==> src/rtl/priority_resolver_pkg.sv <==
// Shared TCAM search-path types and helpers: resolver state encoding,
// priority width rule and the priority-compare convention.
package tcam_pkg;

  typedef enum logic [1:0] {
    ST_IDLE    = 2'd0,
    ST_COLLECT = 2'd1,
    ST_DRAIN   = 2'd2,
    ST_RESULT  = 2'd3
  } res_state_t;

  localparam int unsigned PRIO_MAXW = 32;
  localparam int unsigned DRAIN_CW  = 4;

  // Priority fields are as wide as the rule ID they qualify.
  function automatic int unsigned prio_width(input int unsigned idwid);
    return idwid;
  endfunction

  // Lower numeric priority wins; an equal priority leaves the incumbent in place.
  function automatic logic prio_wins(input logic [PRIO_MAXW-1:0] cand,
                                     input logic [PRIO_MAXW-1:0] best);
    return cand < best;
  endfunction

endpackage

==> src/rtl/priority_resolver_if.sv <==
// Confirm-side inputs and result-side handshake of the priority resolver.
interface priority_resolver_if
  import tcam_pkg::*;
#(
  parameter int unsigned IDWID  = 2,
  parameter int unsigned CNTWID = 4
);
  localparam int unsigned PRIOWID = prio_width(IDWID);

  logic [IDWID-1:0]   i_confirm_ruleid;
  logic [PRIOWID-1:0] i_confirm_priority;
  logic               i_confirm_valid;
  logic               i_confirm_complete;
  logic               i_result_ready;
  logic               o_result_valid;
  logic               o_result_hit;
  logic [IDWID-1:0]   o_result_ruleid;
  logic [PRIOWID-1:0] o_result_priority;
  logic [CNTWID-1:0]  o_match_count;
  logic               o_busy;
  logic               o_overrun;

  modport master (
    input  i_confirm_ruleid, i_confirm_priority, i_confirm_valid,
    input  i_confirm_complete, i_result_ready,
    output o_result_valid, o_result_hit, o_result_ruleid, o_result_priority,
    output o_match_count, o_busy, o_overrun
  );

  modport slave (
    output i_confirm_ruleid, i_confirm_priority, i_confirm_valid,
    output i_confirm_complete, i_result_ready,
    input  o_result_valid, o_result_hit, o_result_ruleid, o_result_priority,
    input  o_match_count, o_busy, o_overrun
  );

endinterface

==> src/rtl/priority_resolver_edge.sv <==
// Rise/fall pulse generator for a level input; the delayed copy resets low.
module level_edge_detect (
  input  logic clk,
  input  logic reset,
  input  logic i_level,
  output logic o_rise,
  output logic o_fall
);

  logic r_level_d;

  always_ff @(posedge clk or posedge reset) begin
    if (reset) begin
      r_level_d <= 1'b0;
    end else begin
      r_level_d <= i_level;
    end
  end

  assign o_rise = i_level & ~r_level_d;
  assign o_fall = ~i_level & r_level_d;

endmodule

==> src/rtl/priority_resolver.sv <==
// Keeps the best confirmed rule over one search window and presents it as a
// held result with a valid/ready handshake, plus hit count and overrun pulse.
module priority_resolver
  import tcam_pkg::*;
#(
  parameter int unsigned IDWID        = 2,
  parameter int unsigned DRAIN_CYCLES = 2,
  parameter int unsigned CNTWID       = 4
) (
  input  logic                clk,
  input  logic                reset,
  priority_resolver_if.master bus
);

  localparam int unsigned PRIOWID = prio_width(IDWID);
  localparam logic [DRAIN_CW-1:0] DRAIN_LOAD = DRAIN_CW'(DRAIN_CYCLES - 1);

  res_state_t r_state;
  res_state_t w_state_nxt;

  logic                w_rise;
  logic                w_fall;
  logic                w_clear;
  logic                w_accept;
  logic                w_load_drain;
  logic                w_drain_dec;
  logic                w_overrun;
  logic                w_replace;

  logic [DRAIN_CW-1:0] r_drain;
  logic                r_valid;
  logic                r_busy;
  logic                r_overrun;
  logic                r_hit;
  logic [IDWID-1:0]    r_best_id;
  logic [PRIOWID-1:0]  r_best_prio;
  logic [CNTWID-1:0]   r_count;

  level_edge_detect u_cc_edge (
    .clk     (clk),
    .reset   (reset),
    .i_level (bus.i_confirm_complete),
    .o_rise  (w_rise),
    .o_fall  (w_fall)
  );

  always_ff @(posedge clk or posedge reset) begin
    if (reset) begin
      r_state <= ST_IDLE;
    end else begin
      r_state <= w_state_nxt;
    end
  end

  always_comb begin
    w_state_nxt  = r_state;
    w_clear      = 1'b0;
    w_accept     = 1'b0;
    w_load_drain = 1'b0;
    w_drain_dec  = 1'b0;
    w_overrun    = 1'b0;
    case (r_state)
      ST_IDLE: begin
        if (w_fall) begin
          w_state_nxt = ST_COLLECT;
          w_clear     = 1'b1;
        end
      end
      ST_COLLECT: begin
        w_accept = bus.i_confirm_valid;
        if (w_rise) begin
          w_state_nxt  = ST_DRAIN;
          w_load_drain = 1'b1;
        end
      end
      ST_DRAIN: begin
        // A fall here is deliberately dropped: the window is already closed.
        w_accept = bus.i_confirm_valid;
        if (r_drain == '0) begin
          w_state_nxt = ST_RESULT;
        end else begin
          w_drain_dec = 1'b1;
        end
      end
      ST_RESULT: begin
        if (bus.i_result_ready) begin
          if (w_fall) begin
            w_state_nxt = ST_COLLECT;
            w_clear     = 1'b1;
          end else begin
            w_state_nxt = ST_IDLE;
          end
        end else if (w_fall) begin
          w_overrun = 1'b1;
        end
      end
      default: begin
        w_state_nxt = ST_IDLE;
      end
    endcase
  end

  assign w_replace = ~r_hit |
                     prio_wins(PRIO_MAXW'(bus.i_confirm_priority), PRIO_MAXW'(r_best_prio));

  always_ff @(posedge clk or posedge reset) begin
    if (reset) begin
      r_drain     <= '0;
      r_valid     <= 1'b0;
      r_busy      <= 1'b0;
      r_overrun   <= 1'b0;
      r_hit       <= 1'b0;
      r_best_id   <= '0;
      r_best_prio <= '0;
      r_count     <= '0;
    end else begin
      // Status flags are decoded from the next state so they line up with it.
      r_valid   <= (w_state_nxt == ST_RESULT);
      r_busy    <= (w_state_nxt == ST_COLLECT) || (w_state_nxt == ST_DRAIN);
      r_overrun <= w_overrun;

      if (w_load_drain) begin
        r_drain <= DRAIN_LOAD;
      end else if (w_drain_dec) begin
        r_drain <= r_drain - DRAIN_CW'(1);
      end

      if (w_clear) begin
        r_hit       <= 1'b0;
        r_best_id   <= '0;
        r_best_prio <= '0;
        r_count     <= '0;
      end else if (w_accept) begin
        if (w_replace) begin
          r_best_id   <= bus.i_confirm_ruleid;
          r_best_prio <= bus.i_confirm_priority;
        end
        r_hit <= 1'b1;
        if (r_count != '1) begin
          r_count <= r_count + CNTWID'(1);
        end
      end
    end
  end

  assign bus.o_result_valid    = r_valid;
  assign bus.o_result_hit      = r_hit;
  assign bus.o_result_ruleid   = r_best_id;
  assign bus.o_result_priority = r_best_prio;
  assign bus.o_match_count     = r_count;
  assign bus.o_busy            = r_busy;
  assign bus.o_overrun         = r_overrun;

endmodule
==> src/flat_wrapper.sv <==
// flat-port wrapper written by rule: the top's interface ports become plain ports
module priority_resolver_flat import tcam_pkg::*;
#(
  parameter int unsigned IDWID        = 2,
  parameter int unsigned DRAIN_CYCLES = 2,
  parameter int unsigned CNTWID       = 4
)
  (clk, reset, bus_i_confirm_ruleid, bus_i_confirm_priority, bus_i_confirm_valid, bus_i_confirm_complete, bus_i_result_ready, bus_o_result_valid, bus_o_result_hit, bus_o_result_ruleid, bus_o_result_priority, bus_o_match_count, bus_o_busy, bus_o_overrun);
  priority_resolver_if #(.IDWID(IDWID), .CNTWID(CNTWID)) bus_i ();
  input  logic clk;
  input  logic reset;
  input wire logic [$bits(bus_i.i_confirm_ruleid)-1:0] bus_i_confirm_ruleid;
  input wire logic [$bits(bus_i.i_confirm_priority)-1:0] bus_i_confirm_priority;
  input wire logic [$bits(bus_i.i_confirm_valid)-1:0] bus_i_confirm_valid;
  input wire logic [$bits(bus_i.i_confirm_complete)-1:0] bus_i_confirm_complete;
  input wire logic [$bits(bus_i.i_result_ready)-1:0] bus_i_result_ready;
  output wire logic [$bits(bus_i.o_result_valid)-1:0] bus_o_result_valid;
  output wire logic [$bits(bus_i.o_result_hit)-1:0] bus_o_result_hit;
  output wire logic [$bits(bus_i.o_result_ruleid)-1:0] bus_o_result_ruleid;
  output wire logic [$bits(bus_i.o_result_priority)-1:0] bus_o_result_priority;
  output wire logic [$bits(bus_i.o_match_count)-1:0] bus_o_match_count;
  output wire logic [$bits(bus_i.o_busy)-1:0] bus_o_busy;
  output wire logic [$bits(bus_i.o_overrun)-1:0] bus_o_overrun;
  assign bus_i.i_confirm_ruleid = bus_i_confirm_ruleid;
  assign bus_i.i_confirm_priority = bus_i_confirm_priority;
  assign bus_i.i_confirm_valid = bus_i_confirm_valid;
  assign bus_i.i_confirm_complete = bus_i_confirm_complete;
  assign bus_i.i_result_ready = bus_i_result_ready;
  assign bus_o_result_valid = bus_i.o_result_valid;
  assign bus_o_result_hit = bus_i.o_result_hit;
  assign bus_o_result_ruleid = bus_i.o_result_ruleid;
  assign bus_o_result_priority = bus_i.o_result_priority;
  assign bus_o_match_count = bus_i.o_match_count;
  assign bus_o_busy = bus_i.o_busy;
  assign bus_o_overrun = bus_i.o_overrun;
  priority_resolver #(.IDWID(IDWID), .DRAIN_CYCLES(DRAIN_CYCLES), .CNTWID(CNTWID)) u_core (.clk(clk), .reset(reset), .bus(bus_i));
endmodule
==> config.mk <==
export PLATFORM = sky130hd
export DESIGN_NAME = priority_resolver_flat
export DESIGN_NICKNAME = d
export VERILOG_FILES = /design/src/rtl/priority_resolver_pkg.sv /design/src/rtl/priority_resolver_if.sv /design/src/rtl/priority_resolver_edge.sv /design/src/rtl/priority_resolver.sv /design/src/flat_wrapper.sv
export SDC_FILE = /design/constraint.sdc
export NUM_CORES = 1
export LEC_CHECK = 0
export CORE_ASPECT_RATIO = 1.1
export CORE_MARGIN = 2
export CORE_UTILIZATION = 40
export DETAILED_ROUTE_END_ITERATION = 7
export GPL_ROUTABILITY_DRIVEN = 0
export GPL_TIMING_DRIVEN = 0
export PLACE_DENSITY = 0.66
export SLEW_MARGIN = 20
export SYNTH_ARGS = -nofsm -noshare
export SYNTH_HDL_FRONTEND = slang
export SYNTH_HIERARCHICAL = 1
export SYNTH_SLANG_ARGS = --single-unit
==> constraint.sdc <==
create_clock -name clk -period 4.8 [get_ports clk]
set_input_delay 1.2 -clock clk [delete_from_list [all_inputs] [get_ports clk]]
set_output_delay 1.2 -clock clk [all_outputs]
set_load 0.005 [all_outputs]
# Word-level counts from Yosys, hierarchy flattened
# Cells that the tools add are included.
totals:
  elab_cells: 65
  ff_bits: 19
  output_inout_bits: 12
  inputBits: 9
op_classes:
  mux: 29
  magnitude_cmp: 1
  reduce_logical: 10
  n_bitwise: 6
  n_addsub: 2
  eq_ne: 7
ops:
  columns: ["op", "n"]
  rows:
  - ["$mux W2", 10]
  - ["$mux W4", 5]
  - ["$mux W1", 12]
  - ["$eq A2 B2 Y1 const B", 4]
  - ["$pmux W2 S4", 1]
  - ["$reduce_bool A2 Y1", 4]
  - ["$add A4 B1 Y4 const B", 1]
  - ["$eq A2 B1 Y1 const B", 2]
  - ["$logic_not A4 Y1", 1]
  - ["$ne A4 B4 Y1 const B", 1]
  - ["$reduce_and A2 Y1", 2]
  - ["$sub A4 B1 Y4 const B", 1]
  - ["$not A1 Y1", 3]
  - ["$and A1 B1 Y1", 2]
  - ["$logic_not A2 Y1", 1]
  - ["$lt A2 B2 Y1", 1]
  - ["$pmux W1 S2", 1]
  - ["$reduce_or A2 Y1", 1]
  - ["$logic_or A1 B1 Y1", 1]
  - ["$or A1 B1 Y1", 1]

# Depth between registers and ports, before layout
# Gate-level depths: netlist of run 1.
logic_depth:
  ltp_word: 7
  mapped_depth: 6
  mapped_depth_nobuf: 6

# Modules after synthesis
# The synthesis of run 1 kept the hierarchy.
by_module_without_submodules:
  columns: ["module", "seq_area_each_um2", "cells_each", "instances", "area_per_inst_um2"]
  rows:
  - ["priority_resolver", 450.4, 99, 1, 993.5]
  - ["level_edge_detect", 25.0, 4, 1, 43.8]

# Least setup slack after synthesis of run 1
# Ideal clock, no wire load.
synth_path:
  kind: "input port to flip-flop"
  startpoint: "input bus_i_confirm_complete"
  endpoint: "register u_core.r_busy, in the netlist u_core/bus.o_busy"
  arrival_time_ns: 2.156
  t_required_ns: 4.674
  stages: 5
  setup_time_ns: 0.126
  path_slack_ns: 2.518
  path_cell_list: "nor2b_1 > nor2b_1 > o41ai_1 > o311ai_1 > ha_1"
synth_via:
  elab_chain_len: 7
synth_rtl:
  columns: ["item", "line", "text"]
  rows:
  - ["start, declared", "flat_wrapper.sv:15", "input wire logic [$bits(bus_i.i_confirm_complete)-1:0] bus_i_confirm_complete;"]
  - ["$not A1 Y1", "priority_resolver_edge.sv:21", "assign o_fall = ~i_level & r_level_d;"]
  - ["$and A1 B1 Y1", "priority_resolver_edge.sv:21", null]
  - ["$mux W1", "priority_resolver.sv:87", "if (w_fall) begin"]
  - ["$mux W2", "priority_resolver.sv:86", "if (bus.i_result_ready) begin"]
  - ["$pmux W2 S4 (*)", "priority_resolver.sv:62", "case (r_state)"]
  - ["named net u_core.w_state_nxt[0]", "priority_resolver.sv:19", "res_state_t w_state_nxt;"]
  - ["$eq A2 B1 Y1 or $eq A2 B2 Y1 (tied branches)", "priority_resolver.sv:119", "r_busy <= (w_state_nxt == ST_COLLECT) || (w_state_nxt == ST_DRAIN);"]
  - ["$logic_or A1 B1 Y1 (*)", "priority_resolver.sv:119", null]
  - ["end signal, assigned", "priority_resolver.sv:119", null]
  - ["end, declared", "priority_resolver.sv:32", "logic r_busy;"]
# The timed path passes the listed nets; every way through them passes the cells marked *.
# A chain may end at the register's enable or synchronous reset.

# Worst setup path in the final report of run 1
layout_path:
  startpoint: "input bus_i_confirm_complete"
  endpoint: "register u_core.r_busy, in the netlist u_core/bus.o_busy"
layout_rtl:
  columns: ["item", "line", "text"]
  rows:
  - ["$and A1 B1 Y1 (*)", "priority_resolver_edge.sv:20", "assign o_rise = i_level & ~r_level_d;"]
  - ["named net u_core.w_rise", "priority_resolver.sv:21", "logic w_rise;"]
  - ["$mux W2 (*)", "priority_resolver.sv:71", "if (w_rise) begin"]
  - ["$pmux W2 S4 (*)", "priority_resolver.sv:62", null]
  - ["named net u_core.w_state_nxt[0]", "priority_resolver.sv:19", null]
  - ["$eq A2 B1 Y1 or $eq A2 B2 Y1 (tied branches)", "priority_resolver.sv:119", null]
  - ["$logic_or A1 B1 Y1 (*)", "priority_resolver.sv:119", null]
# Marks and branches as above.

==> results of run 1 <==
## kinds of logic after synthesis
kind of cell	Yosys count	share of synthesized area (%)
AND/OR/NAND/NOR	30	16.2
multiplexers	5	4.83
AO/OA/AOI/OAI	27	17.1
buffers and inverters	12	4.34
flip-flops	19	45.8
XOR/XNOR	1	0.845
adder cells (fa/ha/maj)	9	10.9
## where the power goes
part | switching [mW] | internal, mW | total [mW]
combinational | 0.181 | 0.191 | 0.372
clock | 0.0448 | 0.0323 | 0.0772
sequential | 0.0533 | 0.228 | 0.281
total | 0.279 | 0.451 | 0.730
## final timing paths
path                                               endpoint  cells after the start
worst max register to register            u_core/bus.o_busy                      5
min in group asynchronous        u_core/u_cc_edge/r_level_d                      2
max in group asynchronous                 u_core/r_state[1]                      2
worst max-delay path                      u_core/bus.o_busy                      6
worst min register to register  u_core/bus.o_match_count[2]                      1
worst min-delay path            u_core/bus.o_match_count[2]                      1
## Yosys cell counts, drive strengths merged
cell type / number / area (sq um)
a21boi: 1 / 7.51
a21o: 1 / 7.51
a21oi: 7 / 35.0
and2: 2 / 12.5
and2b: 1 / 8.76
and3: 1 / 6.26
dfrtp: 19 / 475
ha: 9 / 113
inv: 12 / 45.0
mux2i: 5 / 50.1
nand2: 5 / 18.8
nand2b: 2 / 12.5
nand3: 2 / 10.0
nand4: 2 / 12.5
nor2: 4 / 15.0
nor2b: 4 / 25.0
nor3: 1 / 5.00
nor3b: 1 / 7.51
o2111ai: 1 / 15.0
o211ai: 2 / 15.0
o21ai: 10 / 50.1
o22ai: 1 / 6.26
o311ai: 1 / 8.76
o31ai: 1 / 7.51
o41ai: 2 / 25.0
or3: 4 / 25.0
or3b: 1 / 8.76
xor2: 1 / 8.76
## placed cells by master, fill, tap and decap left out, types with 2 or more instances in the layout
master	n
sky130_fd_sc_hd__nor2_1	4
sky130_fd_sc_hd__nand4_1	2
sky130_fd_sc_hd__o21ai_0	10
sky130_fd_sc_hd__ha_1	9
sky130_fd_sc_hd__a21oi_1	7
sky130_fd_sc_hd__nor2b_1	4
sky130_fd_sc_hd__mux2i_1	5
sky130_fd_sc_hd__nand2b_1	2
sky130_fd_sc_hd__and2_1	2
sky130_fd_sc_hd__nand3_1	2
sky130_fd_sc_hd__clkdlybuf4s50_1	20
sky130_fd_sc_hd__nand2_1	5
sky130_fd_sc_hd__or3_1	4
sky130_fd_sc_hd__dfrtp_1	19
sky130_fd_sc_hd__clkbuf_4	3
sky130_fd_sc_hd__o211ai_1	2
sky130_fd_sc_hd__inv_1	12
## state kept, by name, summed over array words and instances (netlist names)
register,cells
u_core/bus.o_result_hit,1
u_core/bus.o_overrun,1
u_core/bus.o_result_priority,2
u_core/r_state,2
u_core/bus.o_busy,1
u_core/bus.o_result_ruleid,2
u_core/u_cc_edge/r_level_d,1
u_core/bus.o_match_count,4
u_core/bus.o_result_valid,1
u_core/r_drain,4
## final cells by class
cell class	instances	area share [%]
Multi-Input combinational cell	72	39.7
Sequential cell	19	36.5
Timing Repair Buffer	20	15.4
Inverter	12	3.46
Tap cell	31	2.98
Clock buffer	4	2.02
## metal layers
metal,vias up,track usage (%),wire (microns)
li1,413,-,-
met1,413,18.5,805
met2,12,27.7,1040
met3,2,2.36,65
met4,0,4.40,21
met5,-,0,0
## worst max-delay path, cell delays in order
cell and delay (ns):
sky130_fd_sc_hd__clkdlybuf4s50_1 0.49, sky130_fd_sc_hd__nor2b_1 0.20, sky130_fd_sc_hd__nor2b_1 0.07, sky130_fd_sc_hd__o41ai_1 0.30, sky130_fd_sc_hd__o311ai_1 0.19, sky130_fd_sc_hd__ha_1 0.32
## stage by stage
step                worst slack (ns)  cell area [sq um]  util (%)  instances
floorplan                       2.52               1040         -        103
CTS                             2.21               1300      52.7        158
global placement                1.89               1280      51.6        154
finish                          2.22               1300      52.7        158
global route                    2.05               1300      52.7        158
detailed placement              1.87               1280      51.6        154
==> flow_results.org, run 1 <==
** Detailed routing
- The routed layout has between 800 and 900 vias.
- Routed wire length :: approximately 1900 microns
- In this run, the number of DRC markers left after iteration 0 of detailed routing was 13.
- In the routed design, unresolved DRC markers number 0.
- Total iterations of the first detailed-routing run :: 3
- DR vias/cell :: between 5 and 6
- Post-detailed-route count of antenna-violating nets :: 0
- Final routed wire length divided by cell count :: around 12 microns

** Clocking
- CTS H-tree depth :: 1
- Max Root-Sink Buffers :: 2
- TritonCTS built the clock tree.
- In this run the post-CTS setup repair buffer count came out at 0.
- Clock tree synthesis inserted a total of 3 buffers.
- Clock insertion delay at the later pin of the skew report :: between 0.2 and 0.3 ns
- Clock slew at reported path FFs :: approximately 0.1 ns
- In this run the clock root is driven by a sky130_fd_sc_hd__clkbuf_4.
- Number of clock sinks seen by CTS :: 19
- For this design, the CTS-stage hold fixing added 0 buffers.
- Post-CTS resize count :: 0

** Critical path
- Category of the most critical setup path :: primary input to flop
- Setup slack of the worst register-to-register path :: 2.93 ns
- Data on the critical path arrives at its endpoint at ~2.8 ns.
- The critical path starts at bus_i_confirm_complete.
- Nature of the critical path endpoint :: flop
- STA puts the critical path data required time at roughly 5 ns.
- In this run the critical register-to-register path is launched from u_core/r_drain[0].
- Maximum fanout encountered on the critical timing path :: 3
- STA classifies the critical path startpoint as a primary input.

** Synthesis
- Seq cells post-synth :: 19
- Syn Inst Count :: between 100 and 150
- The share of the Yosys chip area taken by registers is between 40 and 50%.
- Summing every instance area after synthesis gives about 1000 sq um.
- Post-Synthesis Net Count :: 121
- Synthesis instantiated 29 different standard cells from the library.
- For this run, the number of Yosys warnings is 6.
- Average cell area after synthesis :: 10.1 sq um

** Timing
- Max frequency :: a little under 400 MHz
- After layout, the worst path uses 53.8% of the clock period.
- On the final layout, the worst hold slack is 0.561 ns.
- Least-Margin Pin Slew :: between 0.6 and 0.7 ns
- Across the routed clock network, the largest skew measured is 0.00216 ns.
- Time the worst path needs with I/O delays and setup :: 2.58 ns
- The total count of hold-check failures in the final report is 0.
- Setup TNS :: 0 ns
- Setup repair after global routing left no endpoint under its margin.
- Setup violations remaining at the end of the flow were counted as 0.
- The max-slew violation count came to 0.
- Headroom to the max-slew limit came out at between 50 and 60%.

** Global routing
- Entering global routing, the biggest net connects 19 pins.
- The initial antenna violation count was 0.
- Via count of the first global-routing pass :: 865
- The first global-routing pass estimated between 3000 and 4000 microns of wire.
- After global routing the overflow that remains totals 0.
- For this run, the total global-route usage over all layers was measured as ~15%.

** Min path
- Worst hold path startpoint :: u_core/bus.o_match_count[2]
- HP Class :: flop to flop

** Floorplan
- Number of cell rows :: 19
- Floorplan die width :: approximately 53 microns
- Floorplan die area :: 3020 sq um
- For this configuration, the core starts out at a cell density of roughly two fifths.
- In this run the count of I/O pins placed on the die edge is 21.
- Core Footprint :: around 2500 sq um
- From bottom edge to top edge, the die measures around 57 microns.

** Layout
- In the final layout, the multi-input gates occupy about 520 sq um.
- Compared with the post-synthesis result, the final layout area differs by 25.6%.
- Nets :: between 100 and 150
- Register area :: between 400 and 500 sq um
- In the final layout, the share of cells above drive strength 1 is between 5 and 6%.
- The repair_antennas step left the layout with diodes totalling 0.
- Total of fill cells in the finished design :: about 240

** Run
- Across the run, the number of max-cap violations was 0.

** Pwr
- Dividing total power by cell area gives a power density of between 500 and 600 nW/um^2.
- Post-route total power :: around 0.73 mW
- Summed over all cells, the static leakage comes to between 0.6 and 0.7 nW.
- Maximum ir drop on the vdd rail :: 0.289 mV

** Placed design
- Number of buffer cells added on primary ports :: 20
- HPWL Detailed :: between 1500 and 2000 microns

** Run status
- Outcome :: completed
(Power assumes the default switching activity.)
==> run 2: changes to the inputs <==
==> constraint.sdc (replaced) <==
create_clock -name clk -period 2.5 [get_ports clk]
set_input_delay 0.625 -clock clk [delete_from_list [all_inputs] [get_ports clk]]
set_output_delay 0.625 -clock clk [all_outputs]
set_load 0.005 [all_outputs]
==> results of run 2 <==
Same layout as run 1 (identical final DEF). Status: completed.
Main changes from that run: setup slack after placement 1.87 ns -> 0.146 ns; setup slack after layout 2.22 ns -> 0.492 ns; hold slack 0.561 ns -> 0.477 ns; register-to-register setup slack 2.93 ns -> 0.63 ns; total power 0.730 mW -> 1.40 mW; worst IR drop on VDD 0.289 mV -> 0.556 mV
==> RTL edit: new RTL, settings of run 2 <==
Reset style: synchronous (`reset`), changed in 3 clocked blocks.
--- a/src/rtl/priority_resolver_edge.sv
+++ b/src/rtl/priority_resolver_edge.sv
@@ -9,7 +9,7 @@
 
   logic r_level_d;
 
-  always_ff @(posedge clk or posedge reset) begin
+  always_ff @(posedge clk) begin
     if (reset) begin
       r_level_d <= 1'b0;
     end else begin
--- a/src/rtl/priority_resolver.sv
+++ b/src/rtl/priority_resolver.sv
@@ -44,7 +44,7 @@
     .o_fall  (w_fall)
   );
 
-  always_ff @(posedge clk or posedge reset) begin
+  always_ff @(posedge clk) begin
     if (reset) begin
       r_state <= ST_IDLE;
     end else begin
@@ -103,7 +103,7 @@
   assign w_replace = ~r_hit |
                      prio_wins(PRIO_MAXW'(bus.i_confirm_priority), PRIO_MAXW'(r_best_prio));
 
-  always_ff @(posedge clk or posedge reset) begin
+  always_ff @(posedge clk) begin
     if (reset) begin
       r_drain     <= '0;
       r_valid     <= 1'b0;
Check against the original RTL: differs if reset is asserted again (counterexample within 4 cycles, from zero or initial values and one cycle with reset high); with reset held inactive, the same outputs for 10 cycles.
==> RTL edit against run 2 <==
- cell area down 7.2%
- register-to-register slack gained 0.05 ns
- synthesized cell count shrank 2.9%
- routed wire length down 9.1%
- sequential share of layout area down 5.0 points
- sequential cell count did not move
- utilization is 0.98 points higher
- via count fell by 8.3%
- setup slack worse by 0.024 ns
- synthesized area down 9.0%
- first-iteration DRC count down 38%
- largest cell class unchanged
Power is not compared: it rests on default switching activity, and its combinational part moved more than twofold at a synthesized area within 25%.
==> RTL edit: results (changes against run 2) <==
[logic_synthesis]
ys_async_sr_fraction = 0  ; -1.000
synth.distinct_cells = 29  ; unchanged
syn_nets = 118  ; -2.5%
synth-main-ff-cell = dfxtp_1
ys_seq_area_frac = 0.4032  ; -0.05520
synth_warnings = 6  ; unchanged
netlist_top_cells_count = dfxtp_1 (19), nor2_1 (12), ha_1 (9), inv_1 (8), nor2b_1 (8)
synthTopCellsByArea = dfxtp_1 (40%), ha_1 (12%), mux2i_1 (5.3%)

[worst_setup_path]
path_max_fanout = 3  ; unchanged
arrival_ns = 2.23  ; +0.04 ns

[cells_and_area]
fill_cells = 221  ; -7.1%
finalNetCount = 143  ; -2.1%
diodes = 0  ; unchanged
drive_above_1_share = 0.07258  ; +0.01746

[run_status]
status = finished clean

[clocking]
numCtsBuffers = 3  ; unchanged
htree_levels = 1  ; unchanged
clock_latency_ns = 0.30
cts_setup_buffers = 0  ; unchanged
clk_root_buffer_cell = clkbuf_4
clkTransAtPathRegs_ns = 0.12  ; +0.02 ns
ctsResizeCount = 0  ; unchanged
clockBufferDepth = 2  ; unchanged

[drt]
first_pass_iters = 4  ; +1
drt-initial-drc-count = 8  ; -5
wl_per_cell_um = 11.40  ; -6.7%
via_per_inst = 5.000  ; -6.0%

[grt]
track_usage = 0.1452  ; -0.008225
grt_pass1_wl_mm = 3.022  ; -17%
grt_pass1_vias = 708  ; -18%
antenna_found_initial = 0  ; unchanged
grt_max_degree = 12  ; -7

[pwr]
vdd.ir_drop.worst_v = 0.0003807
p_switching_w = 0.0002858
p_leak_nw = 0.4723

[timing]
setup_viol = 0  ; unchanged
skew_ns = 0.007626  ; +0.005466 ns
worstMarginPinSlew_ns = 0.6948  ; +0.02707 ns

[hold_path]
min_path_type = flop to flop

[placed_design]
port_buffers = 20  ; unchanged
hpwl_mm = 1.330  ; -14%

==> RTL edit: power groups by stage <==
stage | Combinational, W | Clock, W | Sequential, W
floorplan | 0.000226 | 0 | 0.000379
global placement | 0.000322 | 0 | 0.000382
detailed placement | 0.000332 | 0 | 0.000383
CTS | 0.000334 | 0.000168 | 0.000377
global route | 0.000374 | 0.000179 | 0.000384
finish | 0.000329 | 0.000160 | 0.000376
==> RTL edit: path summary, 6_finish.rpt <==
path,to,slack (ns),startpoint,cells after the start
setup / recovery,u_core/bus.o_busy,0.47,bus_i_confirm_complete,7
hold / removal,u_core/bus.o_result_ruleid[0],0.52,u_core/bus.o_result_ruleid[0],2
setup reg to reg,u_core/bus.o_busy,0.68,u_core/r_state[1],6
hold reg to reg,u_core/bus.o_result_ruleid[0],0.52,u_core/bus.o_result_ruleid[0],2
==> RTL edit: cell type report <==
type | count | share of cell area
Clock buffer | 3 | 0.01863
Timing Repair Buffer | 20 | 0.1656
Sequential cell | 19 | 0.3147
Multi-Input combinational cell | 73 | 0.4410
Tap cell | 30 | 0.03106
Inverter | 8 | 0.02484
Clock inverter | 1 | 0.004141
==> RTL edit: kinds of logic (layout without fill, tap and decap cells) <==
family	count (synthesis)	count (layout)	synth area share
adders and majority gates	9	9	0.1194
muxes	5	5	0.05305
xor gates and xnor gates	4	4	0.03714
and+or+nand+nor	41	41	0.2334
buffers and inverters	8	32	0.03183
DFF	19	19	0.4032
AOI/OAI and AO/OA	14	14	0.1220
==> RTL edit: metal layers <==
| metal | up-vias | GRT usage | routed length (um) |
|---|---|---|---|
| li1 | 388 | - | - |
| met1 | 367 | 0.1642 | 768 |
| met2 | 13 | 0.2719 | 920 |
| met3 | 2 | 0.02419 | 51 |
| met4 | 0 | 0.06757 | 16 |
| met5 | - | 0 | 0 |
==> RTL edit: worst max-delay path: stages <==
cell             delay (ns)
clkdlybuf4s50_1        0.48
nor2b_1                0.19
inv_1                  0.07
a2111oi_2              0.32
o22ai_2                0.15
ha_1                   0.27
nor2b_1                0.13
==> RTL edit: through the flow <==
| stage | setup WS, ns | instances | cell area [um^2] | power [W] |
|---|---|---|---|---|
| 2_1_floorplan | 0.7392 | 100 | 943.4 | 0.0006047 |
| 3_3_place_gp | 0.1428 | 150 | 1181 | 0.0007037 |
| 3_5_place_dp | 0.1162 | 150 | 1181 | 0.0007156 |
| 4_1_cts | 0.4559 | 154 | 1209 | 0.0008784 |
| 5_1_grt | 0.3502 | 154 | 1209 | 0.0009365 |
| 6_report | 0.4682 | 154 | 1209 | 0.0008649 |
